## config.mk

```make
export PLATFORM = sky130hd
export DESIGN_NAME = fifo_ctrl
export DESIGN_NICKNAME = d
export VERILOG_FILES = /design/src/rtl/fifo_ctrl_pkg.sv /design/src/rtl/fifo_ptr.sv /design/src/rtl/fifo_ctrl.sv
export SDC_FILE = /design/constraint.sdc
export NUM_CORES = 1
export LEC_CHECK = 0
export ABC_CLOCK_PERIOD_IN_PS = 2500
export BUFFER_PORTS_ARGS = -buffer_cell sky130_fd_sc_hd__buf_4
export CORE_MARGIN = 5
export CORE_UTILIZATION = 35
export CTS_CLUSTER_SIZE = 40
export DETAILED_ROUTE_END_ITERATION = 10
export HOLD_SLACK_MARGIN = 0.06
export SLEW_MARGIN = 15
export SYNTH_ARGS = -nofsm -noshare
export SYNTH_HDL_FRONTEND = slang
export SYNTH_SLANG_ARGS = --single-unit
```

## constraint.sdc

```tcl
create_clock -name hclk -period 2.5 [get_ports hclk]
set_input_delay 0.5 -clock hclk [delete_from_list [all_inputs] [get_ports hclk]]
set_output_delay 0.5 -clock hclk [all_outputs]
set_load 0.005 [all_outputs]
```

## src/rtl/fifo_ctrl_pkg.sv

```systemverilog
// fifo_ctrl_pkg
//   Shared constants and types for the FIFO controller slice.
//   - FIFO_ASIZE_DEF / FIFO_DEPTH_DEF : default address width and entry count
//   - FIFO_AF_THRESH_DEF / FIFO_AE_THRESH_DEF : default watermark levels
//   - fifo_ptr_t : pointer type at the default width (ASIZE+1, MSB = wrap bit)
package fifo_ctrl_pkg;

  localparam int FIFO_ASIZE_DEF     = 5;
  localparam int FIFO_DEPTH_DEF     = 32;
  localparam int FIFO_AF_THRESH_DEF = 30;
  localparam int FIFO_AE_THRESH_DEF = 2;

  typedef logic [FIFO_ASIZE_DEF:0] fifo_ptr_t;

endpackage

```

## src/rtl/fifo_ptr.sv

```systemverilog
// fifo_ptr
//   One FIFO pointer register: ASIZE address bits plus a wrap bit.
//   Ports:
//     hclk    in   clock
//     hresetn in   asynchronous active-low reset (pointer -> 0)
//     inc     in   advance pointer by one at the next edge
//     clr     in   synchronous clear, has priority over inc
//     ptr     out  registered pointer value, ASIZE+1 bits
module fifo_ptr
  import fifo_ctrl_pkg::*;
#(
  parameter int ASIZE = FIFO_ASIZE_DEF
) (
  input  logic           hclk,
  input  logic           hresetn,
  input  logic           inc,
  input  logic           clr,
  output logic [ASIZE:0] ptr
);

  logic [ASIZE:0] ptr_reg;
  logic [ASIZE:0] ptr_next;

  always_comb begin
    ptr_next = ptr_reg;
    if (clr) begin
      ptr_next = '0;
    end else if (inc) begin
      // Natural wrap through the extra MSB distinguishes full from empty.
      ptr_next = ptr_reg + 1'b1;
    end
  end

  always_ff @(posedge hclk or negedge hresetn) begin
    if (!hresetn) begin
      ptr_reg <= '0;
    end else begin
      ptr_reg <= ptr_next;
    end
  end

  assign ptr = ptr_reg;

endmodule

```

## src/rtl/fifo_ctrl.sv

```systemverilog
// fifo_ctrl
//   Synchronous FIFO controller sequencing an external dual-port array whose
//   read is combinational (zero-latency head word while rd_valid is high).
//   Ports:
//     hclk, hresetn          clock, asynchronous active-low reset
//     wr_valid / wr_ready    producer push handshake (wr_ready = !full)
//     rd_valid / rd_ready    consumer pop handshake (rd_valid = !empty)
//     flush                  synchronous clear of both pointers
//     mem_wclk_en            array write enable, high on an accepted push
//     mem_waddr, mem_raddr   array write / read addresses
//     mem_rclk_en            array read enable (= !empty)
//     mem_wfull, mem_rempty  full / empty status to the array
//     count                  occupancy 0..DEPTH
//     almost_full/_empty     watermarks (count >= AF_THRESH / <= AE_THRESH)
//   Optional build macro FIFO_CTRL_ERR_FLAG_EN adds sticky ovf_err / udf_err
//   outputs; without it, pushes while full and pops while empty are ignored.
module fifo_ctrl
  import fifo_ctrl_pkg::*;
#(
  parameter int ASIZE     = FIFO_ASIZE_DEF,
  parameter int AF_THRESH = FIFO_AF_THRESH_DEF,
  parameter int AE_THRESH = FIFO_AE_THRESH_DEF
) (
  input  logic             hclk,
  input  logic             hresetn,
  input  logic             wr_valid,
  output logic             wr_ready,
  output logic             rd_valid,
  input  logic             rd_ready,
  input  logic             flush,
  output logic             mem_wclk_en,
  output logic [ASIZE-1:0] mem_waddr,
  output logic [ASIZE-1:0] mem_raddr,
  output logic             mem_rclk_en,
  output logic             mem_wfull,
  output logic             mem_rempty,
  output logic [ASIZE:0]   count,
  output logic             almost_full,
  output logic             almost_empty
`ifdef FIFO_CTRL_ERR_FLAG_EN
  ,
  output logic             ovf_err,
  output logic             udf_err
`endif
);

  localparam logic [ASIZE:0] AF_LVL = (ASIZE+1)'(AF_THRESH);
  localparam logic [ASIZE:0] AE_LVL = (ASIZE+1)'(AE_THRESH);

  logic [ASIZE:0] ptr_val [2];   // [0] = write pointer, [1] = read pointer
  logic [1:0]     ptr_inc;
  logic [ASIZE:0] wptr;
  logic [ASIZE:0] rptr;
  logic           full;
  logic           empty;
  logic           push;
  logic           pop;

  // Status is decoded purely from the registered pointers, so there is no
  // combinational path from the handshake inputs to any flag.
  assign wptr  = ptr_val[0];
  assign rptr  = ptr_val[1];
  assign empty = (wptr == rptr);
  assign full  = (wptr[ASIZE] != rptr[ASIZE]) &&
                 (wptr[ASIZE-1:0] == rptr[ASIZE-1:0]);
  assign count = wptr - rptr;

  assign wr_ready = !full;
  assign rd_valid = !empty;

  // A push coincident with flush is dropped so the array is not written.
  assign push = wr_valid && wr_ready && !flush;
  assign pop  = rd_valid && rd_ready;

  assign ptr_inc = {pop, push};

  generate
    for (genvar gi = 0; gi < 2; gi++) begin : g_ptr
      fifo_ptr #(
        .ASIZE (ASIZE)
      ) u_ptr (
        .hclk    (hclk),
        .hresetn (hresetn),
        .inc     (ptr_inc[gi]),
        .clr     (flush),
        .ptr     (ptr_val[gi])
      );
    end
  endgenerate

  assign mem_wclk_en  = push;
  assign mem_waddr    = wptr[ASIZE-1:0];
  assign mem_raddr    = rptr[ASIZE-1:0];
  assign mem_rclk_en  = !empty;
  assign mem_wfull    = full;
  assign mem_rempty   = empty;
  assign almost_full  = (count >= AF_LVL);
  assign almost_empty = (count <= AE_LVL);

`ifdef FIFO_CTRL_ERR_FLAG_EN
  logic ovf_err_reg;
  logic ovf_err_next;
  logic udf_err_reg;
  logic udf_err_next;

  always_comb begin
    ovf_err_next = ovf_err_reg;
    udf_err_next = udf_err_reg;
    if (flush) begin
      ovf_err_next = 1'b0;
      udf_err_next = 1'b0;
    end else begin
      if (wr_valid && full) ovf_err_next = 1'b1;
      if (rd_ready && empty) udf_err_next = 1'b1;
    end
  end

  always_ff @(posedge hclk or negedge hresetn) begin
    if (!hresetn) begin
      ovf_err_reg <= 1'b0;
      udf_err_reg <= 1'b0;
    end else begin
      ovf_err_reg <= ovf_err_next;
      udf_err_reg <= udf_err_next;
    end
  end

  assign ovf_err = ovf_err_reg;
  assign udf_err = udf_err_reg;
`endif

endmodule

```

==> results of run 1 <==
per-stage QoR:
| step | worst slack (ps) | power, mW |
|---|---|---|
| final | -150 | 0.751 |
| after global routing | -232 | 0.813 |
| after CTS | -167 | 0.748 |
| after detailed placement | 45.5 | 0.602 |
| after global placement | 93.4 | 0.591 |
| after floorplan | 146 | 0.430 |
worst max-delay path by stage:
| stage | slack, ps | cells after the start | startpoint | to |
|---|---|---|---|---|
| 4_1_cts | -170 | 8 | g_ptr[1].u_ptr.ptr[1] | almost_full |
| 2_1_floorplan | 150 | 6 | g_ptr[0].u_ptr.ptr[1] | almost_full |
| 3_3_place_gp | 90 | 8 | g_ptr[1].u_ptr.ptr[1] | almost_full |
| 5_1_grt | -230 | 7 | g_ptr[0].u_ptr.ptr[1] | almost_full |
| 6_report | -150 | 8 | g_ptr[1].u_ptr.ptr[1] | almost_full |
| 3_5_place_dp | 50 | 8 | g_ptr[1].u_ptr.ptr[1] | almost_empty |
power breakdown:
| part | leakage, nW | internal, mW | switching, mW |
|---|---|---|---|
| Combinational | 0.467 | 0.236 | 0.189 |
| Clock | 0.0138 | 0.0555 | 0.0611 |
| Sequential | 0.165 | 0.203 | 0.00642 |
kinds of logic after synthesis:
kind of cell	share of synthesized area, %
simple gates	19.2
fa+ha+maj	10.8
flops	30.2
xor+xnor	12.2
compound gates	14.7
buf+inv	12.8
routing by layer:
layer	track usage [%]	part of all wire, %	wire, um	vias up
met1	15.4	46	1100	390
met5	0	0	0	-
met3	2.66	3.7	89	0
met4	0.779	0	0	0
met2	21.9	50	1210	15
li1	-	-	-	438
final cells by class:
class / count / area share, %
repair buffers: 43 / 23.9
multi-input cells: 76 / 46.2
flip-flops and latches: 12 / 22.2
well taps: 31 / 2.87
inverters: 11 / 3.06
clock buffers: 3 / 1.67
Yosys cell counts (2+ instances only):
library cell,count,area share (%)
a21oi_1,7,3.5
buf_4,11,8.3
dfrtp_1,12,30
ha_1,7,8.8
inv_1,11,4.2
nand2_1,11,4.2
nand3_1,3,1.5
nand4_1,2,1.3
nor2_1,11,4.2
nor3_1,2,1.0
o21a_1,2,1.5
o21ai_0,2,1.0
o31a_2,2,2.0
o31ai_2,2,2.5
or3_1,2,1.3
xnor2_1,8,7.0
xor2_1,4,3.5
worst reg2reg max path: cells and delay by family (launching register included):
kind            cells  cell delay [ps]
fa+ha+maj           1              450
simple gates        3              420
flops               1              350
buf+inv             2              330
compound gates      1              330
xor+xnor            1              130
what timing repair did:
action                                  CTS  global route
pin swaps                                 1             2
resized for setup                         7             4
hold buffers                              0             0
setup buffers                             3             1
endpoints found under the setup margin    3            10
==> out/metrics.yaml, run 1 <==
finish:
  mostFrequentLayoutCells: "buf_4, dfrtp_1, nand2_1"
  multi_input_area_um2: 624
  regArea_um2: 300
  layout-drive-gt1-share_pct: 45.5
  largest_reg_flops: 12
  nets: 160
  postLayoutCoreUtil_pct: 49.4
  stdcell_area_um2: 1350
  diodes: 0
  fill_cells: 258
  areaGrowthSynthToFinish_pct: 35.7
  final_common_cell: "buf_4"
  fin_cells: 176
drt:
  via_count: 843
  firstDrtPassIters: 2
  drc_errors: 0
  routed_via_density: 4.79
  drtAntennaViolNets: 0
  drt_iter0_markers: 11
  wl_um: 2400
  post_drt_wl_per_cell_um: 13.6
floorplanning:
  pin_count: 29
  dieArea_um2: 4010
  die_y_um: 63.3
  core-area_um2: 2730
  rows: 19
  start_util_pct: 36.4
  fp.dieW_um: 63.3
critical_path:
  cp_top_family: "simple AND/OR/NAND/NOR gates"
  crit_fanout: 3
  reg2reg_from: "g_ptr[1].u_ptr.ptr[4]"
  criticalPathCategory: "reg -> out"
  slowest_delay_ps: 510
  crit_path_top_delay_cell: "or4_4"
  crit_required_ps: 2000
  end_kind: "primary output"
  regToRegSetupSlack_ps: 370
  critPathLaunchType: "flip-flop"
  rr_worst_depth: 8
  arrival_ps: 2150
  path_buf_inv: 2
  crit_chain: "inv_2 > ha_4 > nor2b_4 > o31a_1 > or4_4 > o311ai_4 > a41o_1 > buf_4"
  r2r-end: "g_ptr[1].u_ptr.ptr[4]"
timing:
  fin_tns_setup_ps: -356
  finalSetupViolations: 3
  hold_viol_final: 0
  slew_viol_final: 0
  fmax_ghz: 0.377
  finalClockSkew_ps: 4.20
  finalCritPeriodShare_pct: 106
  worst_pin_slew_ps: 405
  maxSlewHeadroom_pct: 73.0
  rsz0062_at_grt: "yes"
  fin_crit_ps: 2650
  setup_slack_ps: -150
  hold_ws_ps: 63.4
worst_hold_path:
  hold_path.class: "in -> async"
grt:
  grt_pass1_wl_um: 4030
  grt_usage_pct: 12.2
  antenna_found_initial: 0
  overflow: 0
  grt_max_degree: 14
  grt_pass1_vias: 865
clocking:
  cts_root_buffer: "clkbuf_4"
  cts_max_level: 1
  clk_latency_ps: 260
  clkSlewWorstSetupHoldPaths_ps: 80
  cts.sink_count: 12
  cts_buffers: 3
  cts_tree: "built"
  cts_buffer_depth: 2
synth:
  ys_ff_latch: 12
  yosysWarnings: 0
  seq_area_frac_synth_pct: 30.2
  synth-main-ff-cell: "dfrtp_1"
  avgSynthCellArea_um2: 8.96
  async_flop_share_pct: 100
  ys_types: 29
  synth-edff-count: 0
  syn-num-nets: 124
  syn_inst: 111
  synth.cell_area_um2: 995
outcome:
  outcome: "complete, but fails checks"
  violations: "negative setup slack"
pwr:
  p_leak_nw: 0.646
  ir_drop_v: 0.000360
  power_density_nw_per_um2: 556
placement:
  gp_congestion: 0.789
  dpl.hpwl_um: 1930
  placed_cell_area_um2: 1240
  port-buffer-count: 28
  placed_cells: 169
job:
  drv_cap: 0
No activity file was read; power rests on OpenSTA's default activity.
==> run 2: changes to the inputs <==
GPL_TIMING_DRIVEN = 0   (was default)
SYNTH_HIERARCHICAL = 1   (was default)
==> run 2 against run 1 <==
The run still ends with negative setup slack left. Critical endpoint is now almost_empty. Design area fell by 1.6%. Non-clock buffer count fell by 2. Combinational power fell by 27%. Critical path depth rose by 1. Routed wire length fell by 9.0%. Count of clock-buffer cells in the layout did not move.
==> out/metrics.yaml, run 2 <==
placement:
  gp_congestion: 0.708
  port-buffer-count: 28
  dpl.hpwl_um: 1580
floorplanning:
  rows: 18
  fp.dieW_um: 59.4
  pin_count: 29
  core-area_um2: 2410
  dieArea_um2: 3530
  die_y_um: 59.4
  start_util_pct: 35.5
synth:
  yosysWarnings: 6
  yosys-top-cells-count: "nor2_1, dfrtp_1, inv_1"
  synth.top_cell.area_share_pct: 35.1
  async_flop_share_pct: 100
  syn-num-nets: 104
  synth.cell_area_um2: 855
  seq_area_frac_synth_pct: 35.1
  avgSynthCellArea_um2: 9.39
  synth-main-ff-cell: "dfrtp_1"
  synth_most_common_cell: "nor2_1"
  synth_top_area_cell: "dfrtp_1"
  ys_types: 31
  synth-edff-count: 0
  ys_top_cells_by_area: "dfrtp_1, ha_1, xor2_1, nor2_1, inv_1"
  syn_inst: 91
  ys_ff_latch: 12
finish:
  fill_cells: 216
  areaGrowthSynthToFinish_pct: 55.5
  regArea_um2: 308
  multi_input_area_um2: 613
  mostFrequentLayoutCells: "buf_4, nor2_1, xor2_1"
  diodes: 0
  nets: 149
  layout-drive-gt1-share_pct: 53.7
  final_common_cell: "buf_4"
  largest_reg_flops: 12
grt:
  grt_usage_pct: 13.8
  grt_pass1_wl_um: 3730
  grt_pass1_vias: 824
  grt_max_degree: 14
  overflow: 0
  antenna_found_initial: 0
clocking:
  clkSlewWorstSetupHoldPaths_ps: 70
  cts_buffers: 3
  cts_tree: "built"
  cts_max_level: 1
  cts_buffer_depth: 2
  cts_root_buffer: "clkbuf_4"
  clk_latency_ps: 270
  cts.sink_count: 12
timing:
  fmax_ghz: 0.379
  hold_viol_final: 0
  finalCritPeriodShare_pct: 106
  maxSlewHeadroom_pct: 81.5
  setup_slack_ps: -138
  finalClockSkew_ps: 1.27
  finalSetupViolations: 2
  hold_ws_ps: 500
  slew_viol_final: 0
  rsz0062_at_grt: "yes"
  fin_crit_ps: 2640
  worst_pin_slew_ps: 278
drt:
  drc_errors: 0
  routed_via_density: 4.92
  post_drt_wl_per_cell_um: 13.3
  drt_iter0_markers: 18
  via_count: 807
  wl_um: 2190
  drtAntennaViolNets: 0
  firstDrtPassIters: 4
pwr:
  ir_drop_v: 0.000327
  power_density_nw_per_um2: 482
  power_mw: 0.640
  p_leak_nw: 0.631
critical_path:
  criticalPathCategory: "reg -> out"
  crit_fanout: 3
  arrival_ps: 2140
  crit_required_ps: 2000
  rr_worst_depth: 9
  critPathLaunchType: "flip-flop"
  end_kind: "primary output"
worst_hold_path:
  hold_depth: 2
  hold_path.class: "in -> reg"
outcome:
  violations: "negative setup slack"
  outcome: "complete, but fails checks"
job:
  drv_cap: 0
## run 2: final cells by class
class	instances	area share, %
clock buffer	3	1.69
buffer	1	0.565
sequential	12	23.2
multi-input combinational	69	46.1
inverter	9	2.54
tap	30	2.82
timing repair buffer	40	23.1
## run 2: power by group
group	total (mW)	switching (mW)	internal [mW]
logic	0.311	0.130	0.181
clock network	0.118	0.0618	0.0557
registers	0.211	0.0101	0.201
## run 2: worst paths after layout
kind,slack (ps),from,to
setup / recovery,-140,g_ptr[0].u_ptr/ptr[0],almost_empty
hold / removal,500,flush,g_ptr[1].u_ptr/ptr[0]
setup reg to reg,240,g_ptr[0].u_ptr/ptr[3],g_ptr[0].u_ptr/ptr[5]
hold reg to reg,610,g_ptr[0].u_ptr/ptr[5],g_ptr[0].u_ptr/ptr[5]
max in group asynchronous,1730,hresetn,g_ptr[1].u_ptr/ptr[0]
min in group asynchronous,600,hresetn,g_ptr[0].u_ptr/ptr[2]
## run 2: cell families (layout without fill, tap and decap cells)
| group | count (synthesis) | after routing | share of synthesized area [%] |
|---|---|---|---|
| buffers and inverters | 10 | 53 | 4.83 |
| AOI/OAI and AO/OA | 14 | 14 | 10.8 |
| and+or+nand+nor | 34 | 34 | 22.1 |
| xor gates and xnor gates | 11 | 11 | 12.2 |
| muxes | 2 | 2 | 2.34 |
| adders and majority gates | 8 | 8 | 12.6 |
| DFF | 12 | 12 | 35.1 |
## run 2: routing by layer
layer / up-vias / global-route usage, % / share of wire (%)
met3: 4 / 1.74 / 5.6
li1: 399 / - / -
met1: 374 / 16.4 / 41
met4: 0 / 5.83 / 1.3
met2: 30 / 24.8 / 52
met5: - / 0 / 0
## run 2: metrics by stage
stage / area (um^2) / worst slack, ps / setup TNS [ps] / util [%] / std cells
finish: 1330 / -138 / -214 / 55.1 / 164
global route: 1330 / -287 / -473 / 55.1 / 164
CTS: 1300 / -136 / -236 / 54.0 / 162
detailed placement: 1100 / -224 / -476 / 45.7 / 149
global placement: 1100 / -184 / -371 / 45.7 / 149
floorplan: 855 / 33.4 / 0 / - / 91
## run 2: worst max-delay path, stage by stage, from the launching register on
cell	delay [ps]
dfrtp_2	420
inv_2	70
ha_4	130
inv_2	30
fa_2	330
a21o_2	220
a21oi_4	140
xnor2_2	100
nor4b_2	280
buf_4	150
## run 2: timing repair
item | CTS | global route
hold endpoints to repair | 12 | 0
hold buffers | 1 | 0
endpoints found under the setup margin | 7 | 5
pin swaps | 5 | 3
buffers inserted | 9 | 2
resized for setup | 23 | 3
==> run 3: changes to the inputs <==
CORE_ASPECT_RATIO = 1.25   (was default)
==> run 3 against run 2 <==
Fmax decreased by 0.34%. Largest power group unchanged. Routed wire length increased by 7.3%. Sequential power decreased by 2%. The flow still finishes with violations (negative setup slack). Via count decreased by 0.12%. Global-route usage increased by 0.80 points. Critical path depth decreased by 1. Largest cell class unchanged. Clock skew increased by 6.0 ps. Die area increased by 0.18%. First-iteration DRC count decreased by 56%.
==> out/metrics.yaml, run 3 (synthesis gave the netlist of run 2 again) <==
critical_path:
  arrival_ps: 2150
  criticalPathCategory: "reg -> out"
  regToRegSetupSlack_ps: 270
  crit_required_ps: 2000
  slowest_delay_ps: 400
  end_kind: "primary output"
  critPathLaunch: "g_ptr[1].u_ptr/ptr[4]"
  cp_top_family: "compound AO/OA/AOI/OAI gates"
  rr_worst_depth: 8
  crit_fanout: 5
  crit_path_top_delay_cell: "dfrtp_1"
  path_buf_inv: 2
  path_depth: 8
  crit_chain: "inv_1 > ha_4 > and2_1 > o21ai_1 > o31ai_1 > a311o_2 > nor4b_2 > buf_4"
  critPathLaunchType: "flip-flop"
  reg2reg_from: "g_ptr[0].u_ptr/ptr[3]"
worst_hold_path:
  hold_depth: 2
  hold_path.class: "in -> reg"
  min_from: "flush"
timing:
  worst_pin_slew_ps: 342
  maxSlewHeadroom_pct: 77.1
  finalClockSkew_ps: 7.25
  finalSetupViolations: 2
  fin_crit_ps: 2650
  fmax_ghz: 0.378
  slew_viol_final: 0
  rsz0062_at_grt: "yes"
  finalCritPeriodShare_pct: 106
  hold_viol_final: 0
  setup_slack_ps: -147
drt:
  routed_via_density: 4.77
  drc_errors: 0
  firstDrtPassIters: 4
  drtAntennaViolNets: 0
  drt_iter0_markers: 8
  post_drt_wl_per_cell_um: 13.9
  wl_um: 2340
  via_count: 806
floorplanning:
  die_y_um: 65.2
  pin_count: 29
  core-area_um2: 2380
  start_util_pct: 35.9
  dieArea_um2: 3540
  fp.dieW_um: 54.2
  rows: 20
clocking:
  cts_buffers: 3
  cts_max_level: 1
  cts_root_buffer: "clkbuf_4"
  clk_latency_ps: 270
  cts.sink_count: 12
  clkSlewWorstSetupHoldPaths_ps: 80
  cts_buffer_depth: 2
  cts_tree: "built"
pwr:
  ir_drop_v: 0.000357
  p_leak_nw: 0.647
  power_density_nw_per_um2: 504
finish:
  fill_cells: 212
  nets: 150
  fin_cells: 169
  layout-drive-gt1-share_pct: 52.9
  areaGrowthSynthToFinish_pct: 58.0
  mostFrequentLayoutCells: "buf_4, nor2_1, xor2_1, dfrtp_1, inv_1"
  final_common_cell: "buf_4"
  largest_reg_flops: 12
  diodes: 0
grt:
  antenna_found_initial: 0
  overflow: 0
  grt_pass1_wl_um: 3750
  grt_pass1_vias: 849
  grt_usage_pct: 14.6
  grt_max_degree: 14
outcome:
  violations: "negative setup slack"
  outcome: "complete, but fails checks"
placement:
  post-place-ws_ps: -286
  gp_congestion: 0.718
  port-buffer-count: 28
  dpl.hpwl_um: 1680
  placed_cells: 152
job:
  drv_cap: 0
-- run 3: path summary, 6_finish.rpt --
path / to
max: almost_empty
min: g_ptr[0].u_ptr/ptr[0]
max reg2reg: g_ptr[0].u_ptr/ptr[5]
min reg2reg: g_ptr[0].u_ptr/ptr[5]
max in group asynchronous: g_ptr[1].u_ptr/ptr[0]
min in group asynchronous: g_ptr[0].u_ptr/ptr[0]
-- run 3: power by group --
group | internal, mW | switching, mW
registers | 0.201 | 0.00571
clock network | 0.0884 | 0.0625
logic | 0.185 | 0.138
total | 0.474 | 0.206
-- run 3: layer usage --
metal / vias to the layer above / share of wire [%] / track usage, %
li1: 399 / - / -
met1: 384 / 39 / 16.0
met2: 19 / 56 / 26.5
met3: 4 / 3.0 / 0.680
met4: 0 / 1.8 / 8.72
met5: - / 0 / 0
-- run 3: area by class of cell --
| type | instances | area, um^2 | area share, % |
|---|---|---|---|
| Multi-Input combinational cell | 69 | 603 | 44.7 |
| Clock buffer | 4 | 36.3 | 2.69 |
| Timing Repair Buffer | 41 | 322 | 23.8 |
| Buffer | 1 | 7.51 | 0.556 |
| Sequential cell | 12 | 307 | 22.7 |
| Inverter | 9 | 33.8 | 2.50 |
| Tap cell | 33 | 41.3 | 3.06 |
-- run 3: per-stage QoR --
stage          area (um^2)  hold WS, ps  TNS (ps)  total power, mW  util, %
6_report              1350          505      -238            0.680     56.8
5_1_grt               1350          514      -570            0.726     56.8
4_1_cts               1320          501      -312            0.674     55.7
3_5_place_dp          1110          348      -573            0.488     46.5
3_3_place_gp          1110          350      -385            0.483     46.5
2_1_floorplan          855          204         0            0.350        -
-- run 3: timing repair --
action,4_1_cts,5_1_grt
pin swaps,5,1
resized for setup,16,8
buffers inserted,12,0
hold buffers,1,0
endpoints found under the setup margin,9,4
endpoints found under the hold margin,12,0
